[src/rtl/cardinal_nic_fifo.sv]
// Cardinal ring NIC: ring-to-CPU input FIFO and CPU-to-ring output FIFO,
// with memory-mapped data/status registers and polarity-gated injection.
module cardinal_nic_fifo #(
    parameter int DATA_WIDTH = 64,
    parameter int DEPTH      = 4
) (
    input  logic                  clk,
    input  logic                  reset,
    input  logic [0:1]            addr,
    input  logic [0:DATA_WIDTH-1] d_in,
    output logic [0:DATA_WIDTH-1] d_out,
    input  logic                  nicEn,
    input  logic                  nicEnWr,
    input  logic                  net_si,
    output logic                  net_ri,
    input  logic [0:DATA_WIDTH-1] net_di,
    output logic                  net_so,
    input  logic                  net_ro,
    output logic [0:DATA_WIDTH-1] net_do,
    input  logic                  net_polarity
);

    localparam int PW = $clog2(DEPTH);
    localparam int CW = PW + 1;

    typedef logic [0:DATA_WIDTH-1] word_t;

    word_t in_mem_q  [DEPTH];
    word_t out_mem_q [DEPTH];

    logic [PW-1:0] in_wp_q, in_wp_d, in_rp_q, in_rp_d;
    logic [PW-1:0] out_wp_q, out_wp_d, out_rp_q, out_rp_d;
    logic [CW-1:0] in_cnt_q, in_cnt_d, out_cnt_q, out_cnt_d;

    logic  in_full, in_empty, out_full, out_empty;
    logic  cpu_rd, cpu_wr;
    logic  in_push, in_pop, out_push, out_pop;
    word_t out_head;

    always_comb begin
        in_full   = (in_cnt_q == CW'(DEPTH));
        in_empty  = (in_cnt_q == '0);
        out_full  = (out_cnt_q == CW'(DEPTH));
        out_empty = (out_cnt_q == '0);
        cpu_rd    = nicEn & ~nicEnWr;
        cpu_wr    = nicEn & nicEnWr;
        out_head  = out_mem_q[out_rp_q];

        net_ri = reset & ~in_full;
        // Inject only on the router phase opposite to the packet's VC bit.
        net_so = reset & ~out_empty & net_ro & (out_head[0] != net_polarity);
        net_do = net_so ? out_head : '0;

        in_push  = net_si & net_ri;
        in_pop   = cpu_rd & (addr == 2'b00) & ~in_empty;
        out_push = cpu_wr & (addr == 2'b10) & ~out_full;
        out_pop  = net_so;

        d_out = '0;
        if (reset && cpu_rd) begin
            unique case (addr)
                2'b00:   d_out = in_empty ? '0 : in_mem_q[in_rp_q];
                2'b01:   d_out = DATA_WIDTH'(in_cnt_q);
                2'b11:   d_out = DATA_WIDTH'(out_cnt_q);
                default: d_out = '0;
            endcase
        end

        in_wp_d   = in_wp_q + PW'(in_push);
        in_rp_d   = in_rp_q + PW'(in_pop);
        in_cnt_d  = in_cnt_q + CW'(in_push) - CW'(in_pop);
        out_wp_d  = out_wp_q + PW'(out_push);
        out_rp_d  = out_rp_q + PW'(out_pop);
        out_cnt_d = out_cnt_q + CW'(out_push) - CW'(out_pop);
    end

    always_ff @(posedge clk) begin
        if (in_push)  in_mem_q[in_wp_q]   <= net_di;
        if (out_push) out_mem_q[out_wp_q] <= d_in;
    end

    always_ff @(posedge clk or negedge reset) begin
        if (!reset) begin
            in_wp_q   <= '0;
            in_rp_q   <= '0;
            in_cnt_q  <= '0;
            out_wp_q  <= '0;
            out_rp_q  <= '0;
            out_cnt_q <= '0;
        end else begin
            in_wp_q   <= in_wp_d;
            in_rp_q   <= in_rp_d;
            in_cnt_q  <= in_cnt_d;
            out_wp_q  <= out_wp_d;
            out_rp_q  <= out_rp_d;
            out_cnt_q <= out_cnt_d;
        end
    end

endmodule

[config.mk]
export PLATFORM = sky130hd
export DESIGN_NAME = cardinal_nic_fifo
export DESIGN_NICKNAME = d
export VERILOG_FILES = /design/src/rtl/cardinal_nic_fifo.sv
export SDC_FILE = /design/constraint.sdc
export NUM_CORES = 1
export LEC_CHECK = 0
export ABC_AREA = 1
export BUFFER_PORTS_ARGS = -buffer_cell sky130_fd_sc_hd__buf_2
export CAP_MARGIN = 20
export CELL_PAD_IN_SITES_DETAIL_PLACEMENT = 2
export CELL_PAD_IN_SITES_GLOBAL_PLACEMENT = 2
export CORE_MARGIN = 2
export CORE_UTILIZATION = 42
export DETAILED_ROUTE_END_ITERATION = 8
export PLACE_DENSITY_LB_ADDON = 0.1
export SYNTH_ARGS = -nofsm -noshare
export SYNTH_HDL_FRONTEND = slang
export SYNTH_SLANG_ARGS = --single-unit
[constraint.sdc]
create_clock -name clk -period 17.4 [get_ports clk]
set_input_delay 0 -clock clk [delete_from_list [all_inputs] [get_ports clk]]
set_output_delay 0 -clock clk [all_outputs]
set_load 0.01 [all_outputs]
==> summary.md, run 1 <==
| Metric | Value |
|---|---|
| Status | `finished, final reports clean` |
| Yosys top cell by area | `edfxtp_1` |
| Slew headroom | `27.59%` |
| FP Rows | `82` |
| Die height | `227.9 um` |
| Met1 usage | `28.15%` |
| Total of max-cap violations | `0` |
| CP Max Fanout | `65` |
| Post-synth EDFFs | `512` |
| Met3 usage | `3.388%` |
| Top_reg_cell synth | `edfxtp_1` |
| Share of flip-flops with an asynchronous set or reset | `2.662%` |
| Hold Path Origin | `nicEn` |
| # IOs | `267` |
| Nets | `around 2,200` |
| Worst slew pin tran | `roughly 1.1 ns` |
| GRT met2 Usage | `46.73%` |
| Overall power | `about 0.0038 W` |
| Overflow after GRT | `0` |
| Post-CTS Setup Inserts | `0` |
| Reg2Reg Setup Slack | `12.73 ns` |
| Drt pass-1 iters | `5` |
| Initial antenna violation count | `4` |
| Area grow syn2layout | `24.29%` |
| CTS Sinks | `526` |
| Minimum clock period | `4.669 ns` |
| Drt drc | `0` |
| Vias after detailed routing | `14,530` |
| Mapped Avg Cell Area | `12.51 um^2` |
| CTS root buf | `clkbuf_16` |
| Share of the synthesized area in the top cell type | `72.99%` |
| Post-DP HPWL | `34,940 um` |
| Share of layout cells above drive strength 1 | `20.64%` |
| Top-count cell post-synth | `edfxtp_1` |
| Register area share after synthesis | `approximately three quarters` |
| Die Wd | `227.9 um` |
| Largest net degree at the start of global routing | `106` |
| Pre-CTS setup slack | `12.63 ns` |
| Worst Path Arrival | `5.15 ns` |
| Synthesized cell area | `roughly 21,000 um^2` |
| Synth area leaders | `edfxtp_1 (73%), o21ai_0 (6.5%), nor2_1 (5.8%)` |
| Tcrit/Tclk final | `26.83%` |
| Syn_nets | `between 1,500 and 2,000` |
| Post-route ant nets | `0` |
| FF-to-FF Start | `out_rp_q[0]$_DFF_PN0_` |
| CP Launch Type | `register` |
| Final Setup Violations | `0` |
| Final Skew | `0.01648 ns` |
| Average routed wire per standard cell | `approximately 23 um` |
| Synth cell count leaders | `edfxtp_1 (512), nor2_1 (328), o21ai_0 (272), inv_1 (159), nand2_1 (97)` |
| Core area | `roughly 50,000 um^2` |
| Hold EP | `out_mem_q[0][62]$_DFFE_PP_` |
| Psw | `0.001320 W` |
| Max-slew violations | `0` |
| R2R depth | `14` |
| All-Layer GR Usage | `24.50%` |
| Worst-Skew Late Latency | `0.61 ns` |
| CP Capture Type | `register` |
| Total Neg Setup Slack | `0 ns` |
| Hold Vio Cnt, Final | `0` |
| Critical Path RT | `17.88 ns` |
| Clk network pwr share | `about a third` |
| RSZ-0062 raised after global routing | `no` |
| Final core occ | `52.51%` |
| Via-to-Cell Ratio | `between 5 and 6` |
| Crit Reg-Reg Endpoint | `out_cnt_q[2]$_DFF_PN0_` |
| Iter 0 DRT Violations | `roughly 870` |
| Synthesis Warnings | `0` |
| Hold Worst Slack | `0.1116 ns` |
| Power Internal | `between 0.002 and 0.003 W` |
| Die footprint | `51,960 um^2` |
| Leak | `about 10 nW` |
| Synth unique cells | `27` |
| Clk slew on worst S/H paths | `0.06 ns` |
| Hold Path Class | `input port to register` |
| Vias in the first global route | `~17,000` |
| GPL Wtd Cong | `0.7267` |
| DRT Wirelength | `approximately 64,000 um` |
| I/O Buffers | `~270` |
| Combinational share of power | `26.8%` |
| Post-synthesis cell count | `approximately 1,700` |
| Fmax | `between 0.2 and 0.25 GHz` |
| Power Density | `146.4 nW/um^2` |
| Initial core utilization | `a little over two fifths` |
| Sw Share | `34.43%` |
| Seq pwr share | `41.4%` |
| CTS tree | `done` |
| VDD IR max | `approximately 0.10 mV` |
| Global route hottest layer | `met2` |
| Worst hold stages | `4` |
| Seq cells post-synth | `526` |
| Clock Path Buffers | `3` |
| Critical path type | `register to register` |
| First-pass GRT wire length | `97,920 um` |
| CTS Buf Count | `56` |
| Final setup margin | `12.73 ns` |
| Htree depth | `2` |
how the worst max path moves through the flow:
stage                                           end  depth (start not counted)              startpoint
after floorplan           out_mem_q[0][0]$_DFFE_PP_                          6  out_cnt_q[1]$_DFF_PN0_
after global routing         out_cnt_q[2]$_DFF_PN0_                         14   out_rp_q[0]$_DFF_PN0_
after detailed placement     out_cnt_q[2]$_DFF_PN0_                         14   out_rp_q[0]$_DFF_PN0_
after global placement       out_cnt_q[2]$_DFF_PN0_                         14   out_rp_q[0]$_DFF_PN0_
after CTS                    out_cnt_q[2]$_DFF_PN0_                         14   out_rp_q[0]$_DFF_PN0_
final                        out_cnt_q[2]$_DFF_PN0_                         14   out_rp_q[0]$_DFF_PN0_
logic make-up (layout without fill, tap and decap cells):
group	after synthesis	count (layout)	synth area share [%]
buf+inv	260	688	5.275
flops	526	526	74.65
fa+ha+maj	10	10	0.6653
other cells	0	6	0
simple gates	504	504	9.789
xor+xnor	7	7	0.2911
compound gates	377	377	9.326
stage by stage:
stage / cells / instance area (um^2)
floorplan: 1684 / 21060
global placement: 2544 / 22950
detailed placement: 2546 / 22970
CTS: 2783 / 26140
global route: 2787 / 26170
finish: 2790 / 26180
layout by cell type (no fill, tap or decap), types with 8 or more instances in the layout:
cell type	Yosys	routed
buf_2	24	266
buf_4	14	19
bufinv_16	0	8
clkbuf_16	0	57
clkinv_1	1	19
clkinv_2	0	13
dfrtp_1	14	10
dlygate4sd3_1	0	133
edfxtp_1	512	512
ha_1	8	8
inv_1	159	159
nand2_1	97	97
nand3_1	15	14
nor2_1	328	328
nor2_2	50	50
nor3_2	0	8
o21ai_0	272	272
o21ai_1	39	39
o22ai_1	61	61
flip-flops by register name, indices dropped and copies added, names as in the netlist:
| register | cells |
|---|---|
| in_cnt_q | 3 |
| in_mem_q | 256 |
| in_rp_q | 2 |
| in_wp_q | 2 |
| out_cnt_q | 3 |
| out_mem_q | 256 |
| out_rp_q | 2 |
| out_wp_q | 2 |
worst max-delay path, cell delays in order (launching register included):
cell,delay (ns)
dfrtp_4,0.85
clkinv_2,0.87
nand2_1,0.24
nand3_1,0.12
nand2_1,0.14
nand2_1,0.10
nand3_4,0.07
buf_4,0.76
inv_1,0.20
ha_1,0.35
inv_1,0.06
ha_1,0.13
inv_1,0.05
fa_1,0.41
xor2_1,0.17
metal layers:
metal / share of wire, % / wire length [um] / vias to the layer above
met3: 3.7 / 2382 / 107
met1: 39 / 24810 / 7498
met5: 0.020 / 13 / -
li1: - / - / 6627
met2: 55 / 34940 / 294
met4: 2.7 / 1725 / 2
power groups by stage:
stage	Sequential [W]	Clock [W]	Combinational, W
6_report	0.00159	0.00122	0.00103
5_1_grt	0.00160	0.00129	0.00116
4_1_cts	0.00159	0.00123	0.00103
3_5_place_dp	0.00161	0	0.000979
3_3_place_gp	0.00160	0	0.000917
2_1_floorplan	0.00156	0	0.000703
layout make-up:
class | count | area, um^2
Timing Repair Buffer | 421 | 2855
Tap cell | 672 | 840.8
Antenna cell | 6 | 15.01
Multi-Input combinational cell | 898 | 4280
Clock inverter | 41 | 389.1
Sequential cell | 526 | 15740
Fill cell | 4889 | 23680
Inverter | 163 | 614.3
Clock buffer | 63 | 1449
timing repair:
item                                   in CTS  in global routing
gates resized for setup                     0                  0
endpoints found under the hold margin     530                  0
hold buffers                              133                  0
(Power assumes the default switching activity.)
==> run 2, diff against run 1 <==
--- a/config.mk
+++ b/config.mk
@@ -11,7 +11,7 @@
 export CELL_PAD_IN_SITES_DETAIL_PLACEMENT = 2
 export CELL_PAD_IN_SITES_GLOBAL_PLACEMENT = 2
 export CORE_MARGIN = 2
-export CORE_UTILIZATION = 42
+export CORE_UTILIZATION = 39
 export DETAILED_ROUTE_END_ITERATION = 8
 export PLACE_DENSITY_LB_ADDON = 0.1
 export SYNTH_ARGS = -nofsm -noshare
==> constraint.sdc (replaced) <==
create_clock -name clk -period 4.85 [get_ports clk]
set_input_delay 0 -clock clk [delete_from_list [all_inputs] [get_ports clk]]
set_output_delay 0 -clock clk [all_outputs]
set_load 0.01 [all_outputs]
==> summary.md, run 2 (synthesis gave the netlist of run 1 again) <==
| Metric | Value |
|---|---|
| Worst-Skew Late Latency | `0.61 ns (about the same)` |
| CTS resizes | `0 (unchanged)` |
| Via-to-Cell Ratio | `5.065 (was 5.207)` |
| Power Density | `515.8 nW/um^2 (was 146.4 nW/um^2)` |
| CTS root buf | `clkbuf_16 (unchanged)` |
| Average routed wire per standard cell | `21.18 um (was 22.89 um)` |
| Share of layout cells above drive strength 1 | `20.65% (was 20.64%)` |
| Crit Reg-Reg Endpoint | `out_cnt_q[2]$_DFF_PN0_ (unchanged)` |
| Die footprint | `55,890 um^2 (was 51,960 um^2)` |
| All-Layer GR Usage | `21.58% (was 24.50%)` |
| Hold Path Origin | `net_ro (was nicEn)` |
| Total Neg Setup Slack | `0 ns (unchanged)` |
| Die Wd | `236.4 um (was 227.9 um)` |
| Dpl cells | `2,570 (was 2,546)` |
| GRT met2 Usage | `40.06% (was 46.73%)` |
| Fmax | `between 0.2 and 0.3 GHz` |
| Overflow after GRT | `0 (unchanged)` |
| Leak | `10.18 nW (was 10.20 nW)` |
| Max-slew violations | `0 (unchanged)` |
| Critical path type | `register to output port (was register to register)` |
| Critical Path RT | `4.85 ns (was 17.88 ns)` |
| Die height | `236.4 um (was 227.9 um)` |
| DRT Wirelength | `59,560 um (was 63,870 um)` |
| CP Capture Type | `output port (was register)` |
| Minimum clock period | `around 3.8 ns` |
| Iter 0 DRT Violations | `663 (was 867)` |
| RSZ-0062 raised after global routing | `no (unchanged)` |
| Post-DP HPWL | `34,180 um (was 34,940 um)` |
| Worst hold stages | `6 (was 4)` |
| Worst slew pin tran | `1.078 ns (was 1.086 ns)` |
| # IOs | `267 (unchanged)` |
| Core area | `53,600 um^2 (was 49,860 um^2)` |
| Clk slew on worst S/H paths | `0.05 ns (was 0.06 ns)` |
| Total of max-cap violations | `0 (unchanged)` |
| Global route hottest layer | `met2 (unchanged)` |
| Post-CTS Setup Inserts | `0 (unchanged)` |
| Initial core utilization | `39.30% (was 42.24%)` |
| Vias after detailed routing | `14,240 (was 14,530)` |
| Htree depth | `2 (unchanged)` |
| GPL Wtd Cong | `0.7122 (was 0.7267)` |
| FF-to-FF Start | `out_rp_q[0]$_DFF_PN0_ (unchanged)` |
| CTS tree | `done (unchanged)` |
| Drt drc | `0 (unchanged)` |
| FP Rows | `85 (was 82)` |
| Met3 usage | `3.932% (was 3.388%)` |
| Hold Vio Cnt, Final | `0 (unchanged)` |
| Hold EP | `out_rp_q[0]$_DFF_PN0_ (was out_mem_q[0][62]$_DFFE_PP_)` |
| Largest net degree at the start of global routing | `88 (was 106)` |
| R2R depth | `13 (was 14)` |
| Most frequent cells in the layout | `edfxtp_1 (512), nor2_1 (328), o21ai_0 (272) (unchanged)` |
| Worst Path Arrival | `3.83 ns (was 5.15 ns)` |
| CP Launch Type | `register (unchanged)` |
| Status | `finished, final reports clean (unchanged)` |
| Reg2Reg Setup Slack | `1.41 ns (was 12.73 ns)` |
| Area grow syn2layout | `24.30% (was 24.29%)` |
| Commonest non-fill, non-tap cell in the layout | `edfxtp_1 (unchanged)` |
| Drt pass-1 iters | `4 (was 5)` |
| CP Max Fanout | `64 (was 65)` |
| Slew headroom | `28.16% (was 27.59%)` |
| CTS Sinks | `526 (unchanged)` |
| Top Registers | `in_mem_q x256, out_mem_q x256 (unchanged)` |
| Vias in the first global route | `16,110 (was 16,530)` |
| Final Setup Violations | `0 (unchanged)` |
| Fillers | `5,342 (was 4,889)` |
| First-pass GRT wire length | `92,670 um (was 97,920 um)` |
| VDD IR max | `0.2493 mV (was 0.1046 mV)` |
| Clock Path Buffers | `3 (unchanged)` |
| CTS Buf Count | `57 (was 56)` |
| Final Skew | `0.01211 ns (was 0.01648 ns)` |
| Met1 usage | `24.80% (was 28.15%)` |
| Nets | `2,214 (was 2,213)` |
| Initial antenna violation count | `8 (was 4)` |
| Post-Layout Cell Count | `2,812 (was 2,790)` |
| Hold Path Class | `input port to register (unchanged)` |
| Post-route ant nets | `0 (unchanged)` |
| I/O Buffers | `266 (unchanged)` |
| Tcrit/Tclk final | `78.91%` |
==> run 2: changes by cell type in the layout (fill, tap and decap cells not counted), moves of 3 or more <==
| cell | before | now |
|---|---|---|
| nor3_4 | 0 | 4 |
| bufinv_16 | 8 | 5 |
| clkbuf_1 | 6 | 10 |
| nor3_2 | 8 | 4 |
| clkinv_1 | 19 | 13 |
==> run 2: power by group <==
part           internal (W)  switching, W  total, W
clock               0.00247       0.00179   0.00426
combinational       0.00107       0.00248   0.00355
sequential          0.00538      0.000327   0.00570
==> run 2: what timing repair did <==
item,CTS,global route
hold buffers,134,0
endpoints found under the setup margin,0,0
endpoints found under the hold margin,531,0
==> run 2: worst max-delay path, stage by stage (launching register included) <==
cell	delay [ns]
dfrtp_4	0.79
clkinv_2	0.67
nand2_1	0.24
nand3_1	0.13
nand2_1	0.11
nand2_1	0.09
nand3_4	0.07
buf_4	0.78
nor2_1	0.08
buf_2	0.18
==> run 2: final cells by class <==
| class | instances | area, um^2 | area share (%) |
|---|---|---|---|
| repair buffers | 421 | 2830 | 10.81 |
| multi-input cells | 898 | 4305 | 16.44 |
| clock buffers | 69 | 1514 | 5.782 |
| inverters | 163 | 614.3 | 2.346 |
| diodes | 5 | 12.51 | 0.04779 |
| well taps | 696 | 870.8 | 3.326 |
| flip-flops and latches | 526 | 15740 | 60.11 |
| clock inverters | 34 | 297.8 | 1.137 |
==> run 2: worst max-delay path by stage <==
stage	from	to	slack, ns	cells past startpoint
3_5_place_dp	out_rp_q[0]$_DFF_PN0_	out_cnt_q[2]$_DFF_PN0_	1.36	13
4_1_cts	out_rp_q[0]$_DFF_PN0_	net_do[63]	0.87	9
3_3_place_gp	out_rp_q[0]$_DFF_PN0_	out_cnt_q[2]$_DFF_PN0_	1.49	13
5_1_grt	out_rp_q[0]$_DFF_PN0_	net_do[62]	0.67	9
6_report	out_rp_q[0]$_DFF_PN0_	net_do[63]	1.02	9
2_1_floorplan	out_cnt_q[1]$_DFF_PN0_	out_mem_q[0][0]$_DFFE_PP_	-1.05	6
==> run 2: per-layer routing <==
| metal | vias up | share of wire (%) |
|---|---|---|
| met1 | 7258 | 40 |
| met2 | 246 | 53 |
| met4 | 8 | 2.8 |
| met3 | 108 | 4.1 |
| met5 | - | 0.087 |
| li1 | 6624 | - |
==> run 2: through the flow <==
stage                     hold WS (ns)  setup WS (ns)  power, W  area, um^2  utilization, %
final                          0.06118          1.023   0.01351       26180           48.85
after global routing            0.1000         0.6675   0.01435       26180           48.84
after CTS                      0.02753         0.8684   0.01372       26170           48.82
after detailed placement      -0.04202          1.363  0.009320       23020           42.94
after global placement        -0.04627          1.491  0.009097       23020           42.94
after floorplan                -0.2956         -1.047  0.008097       21080               -
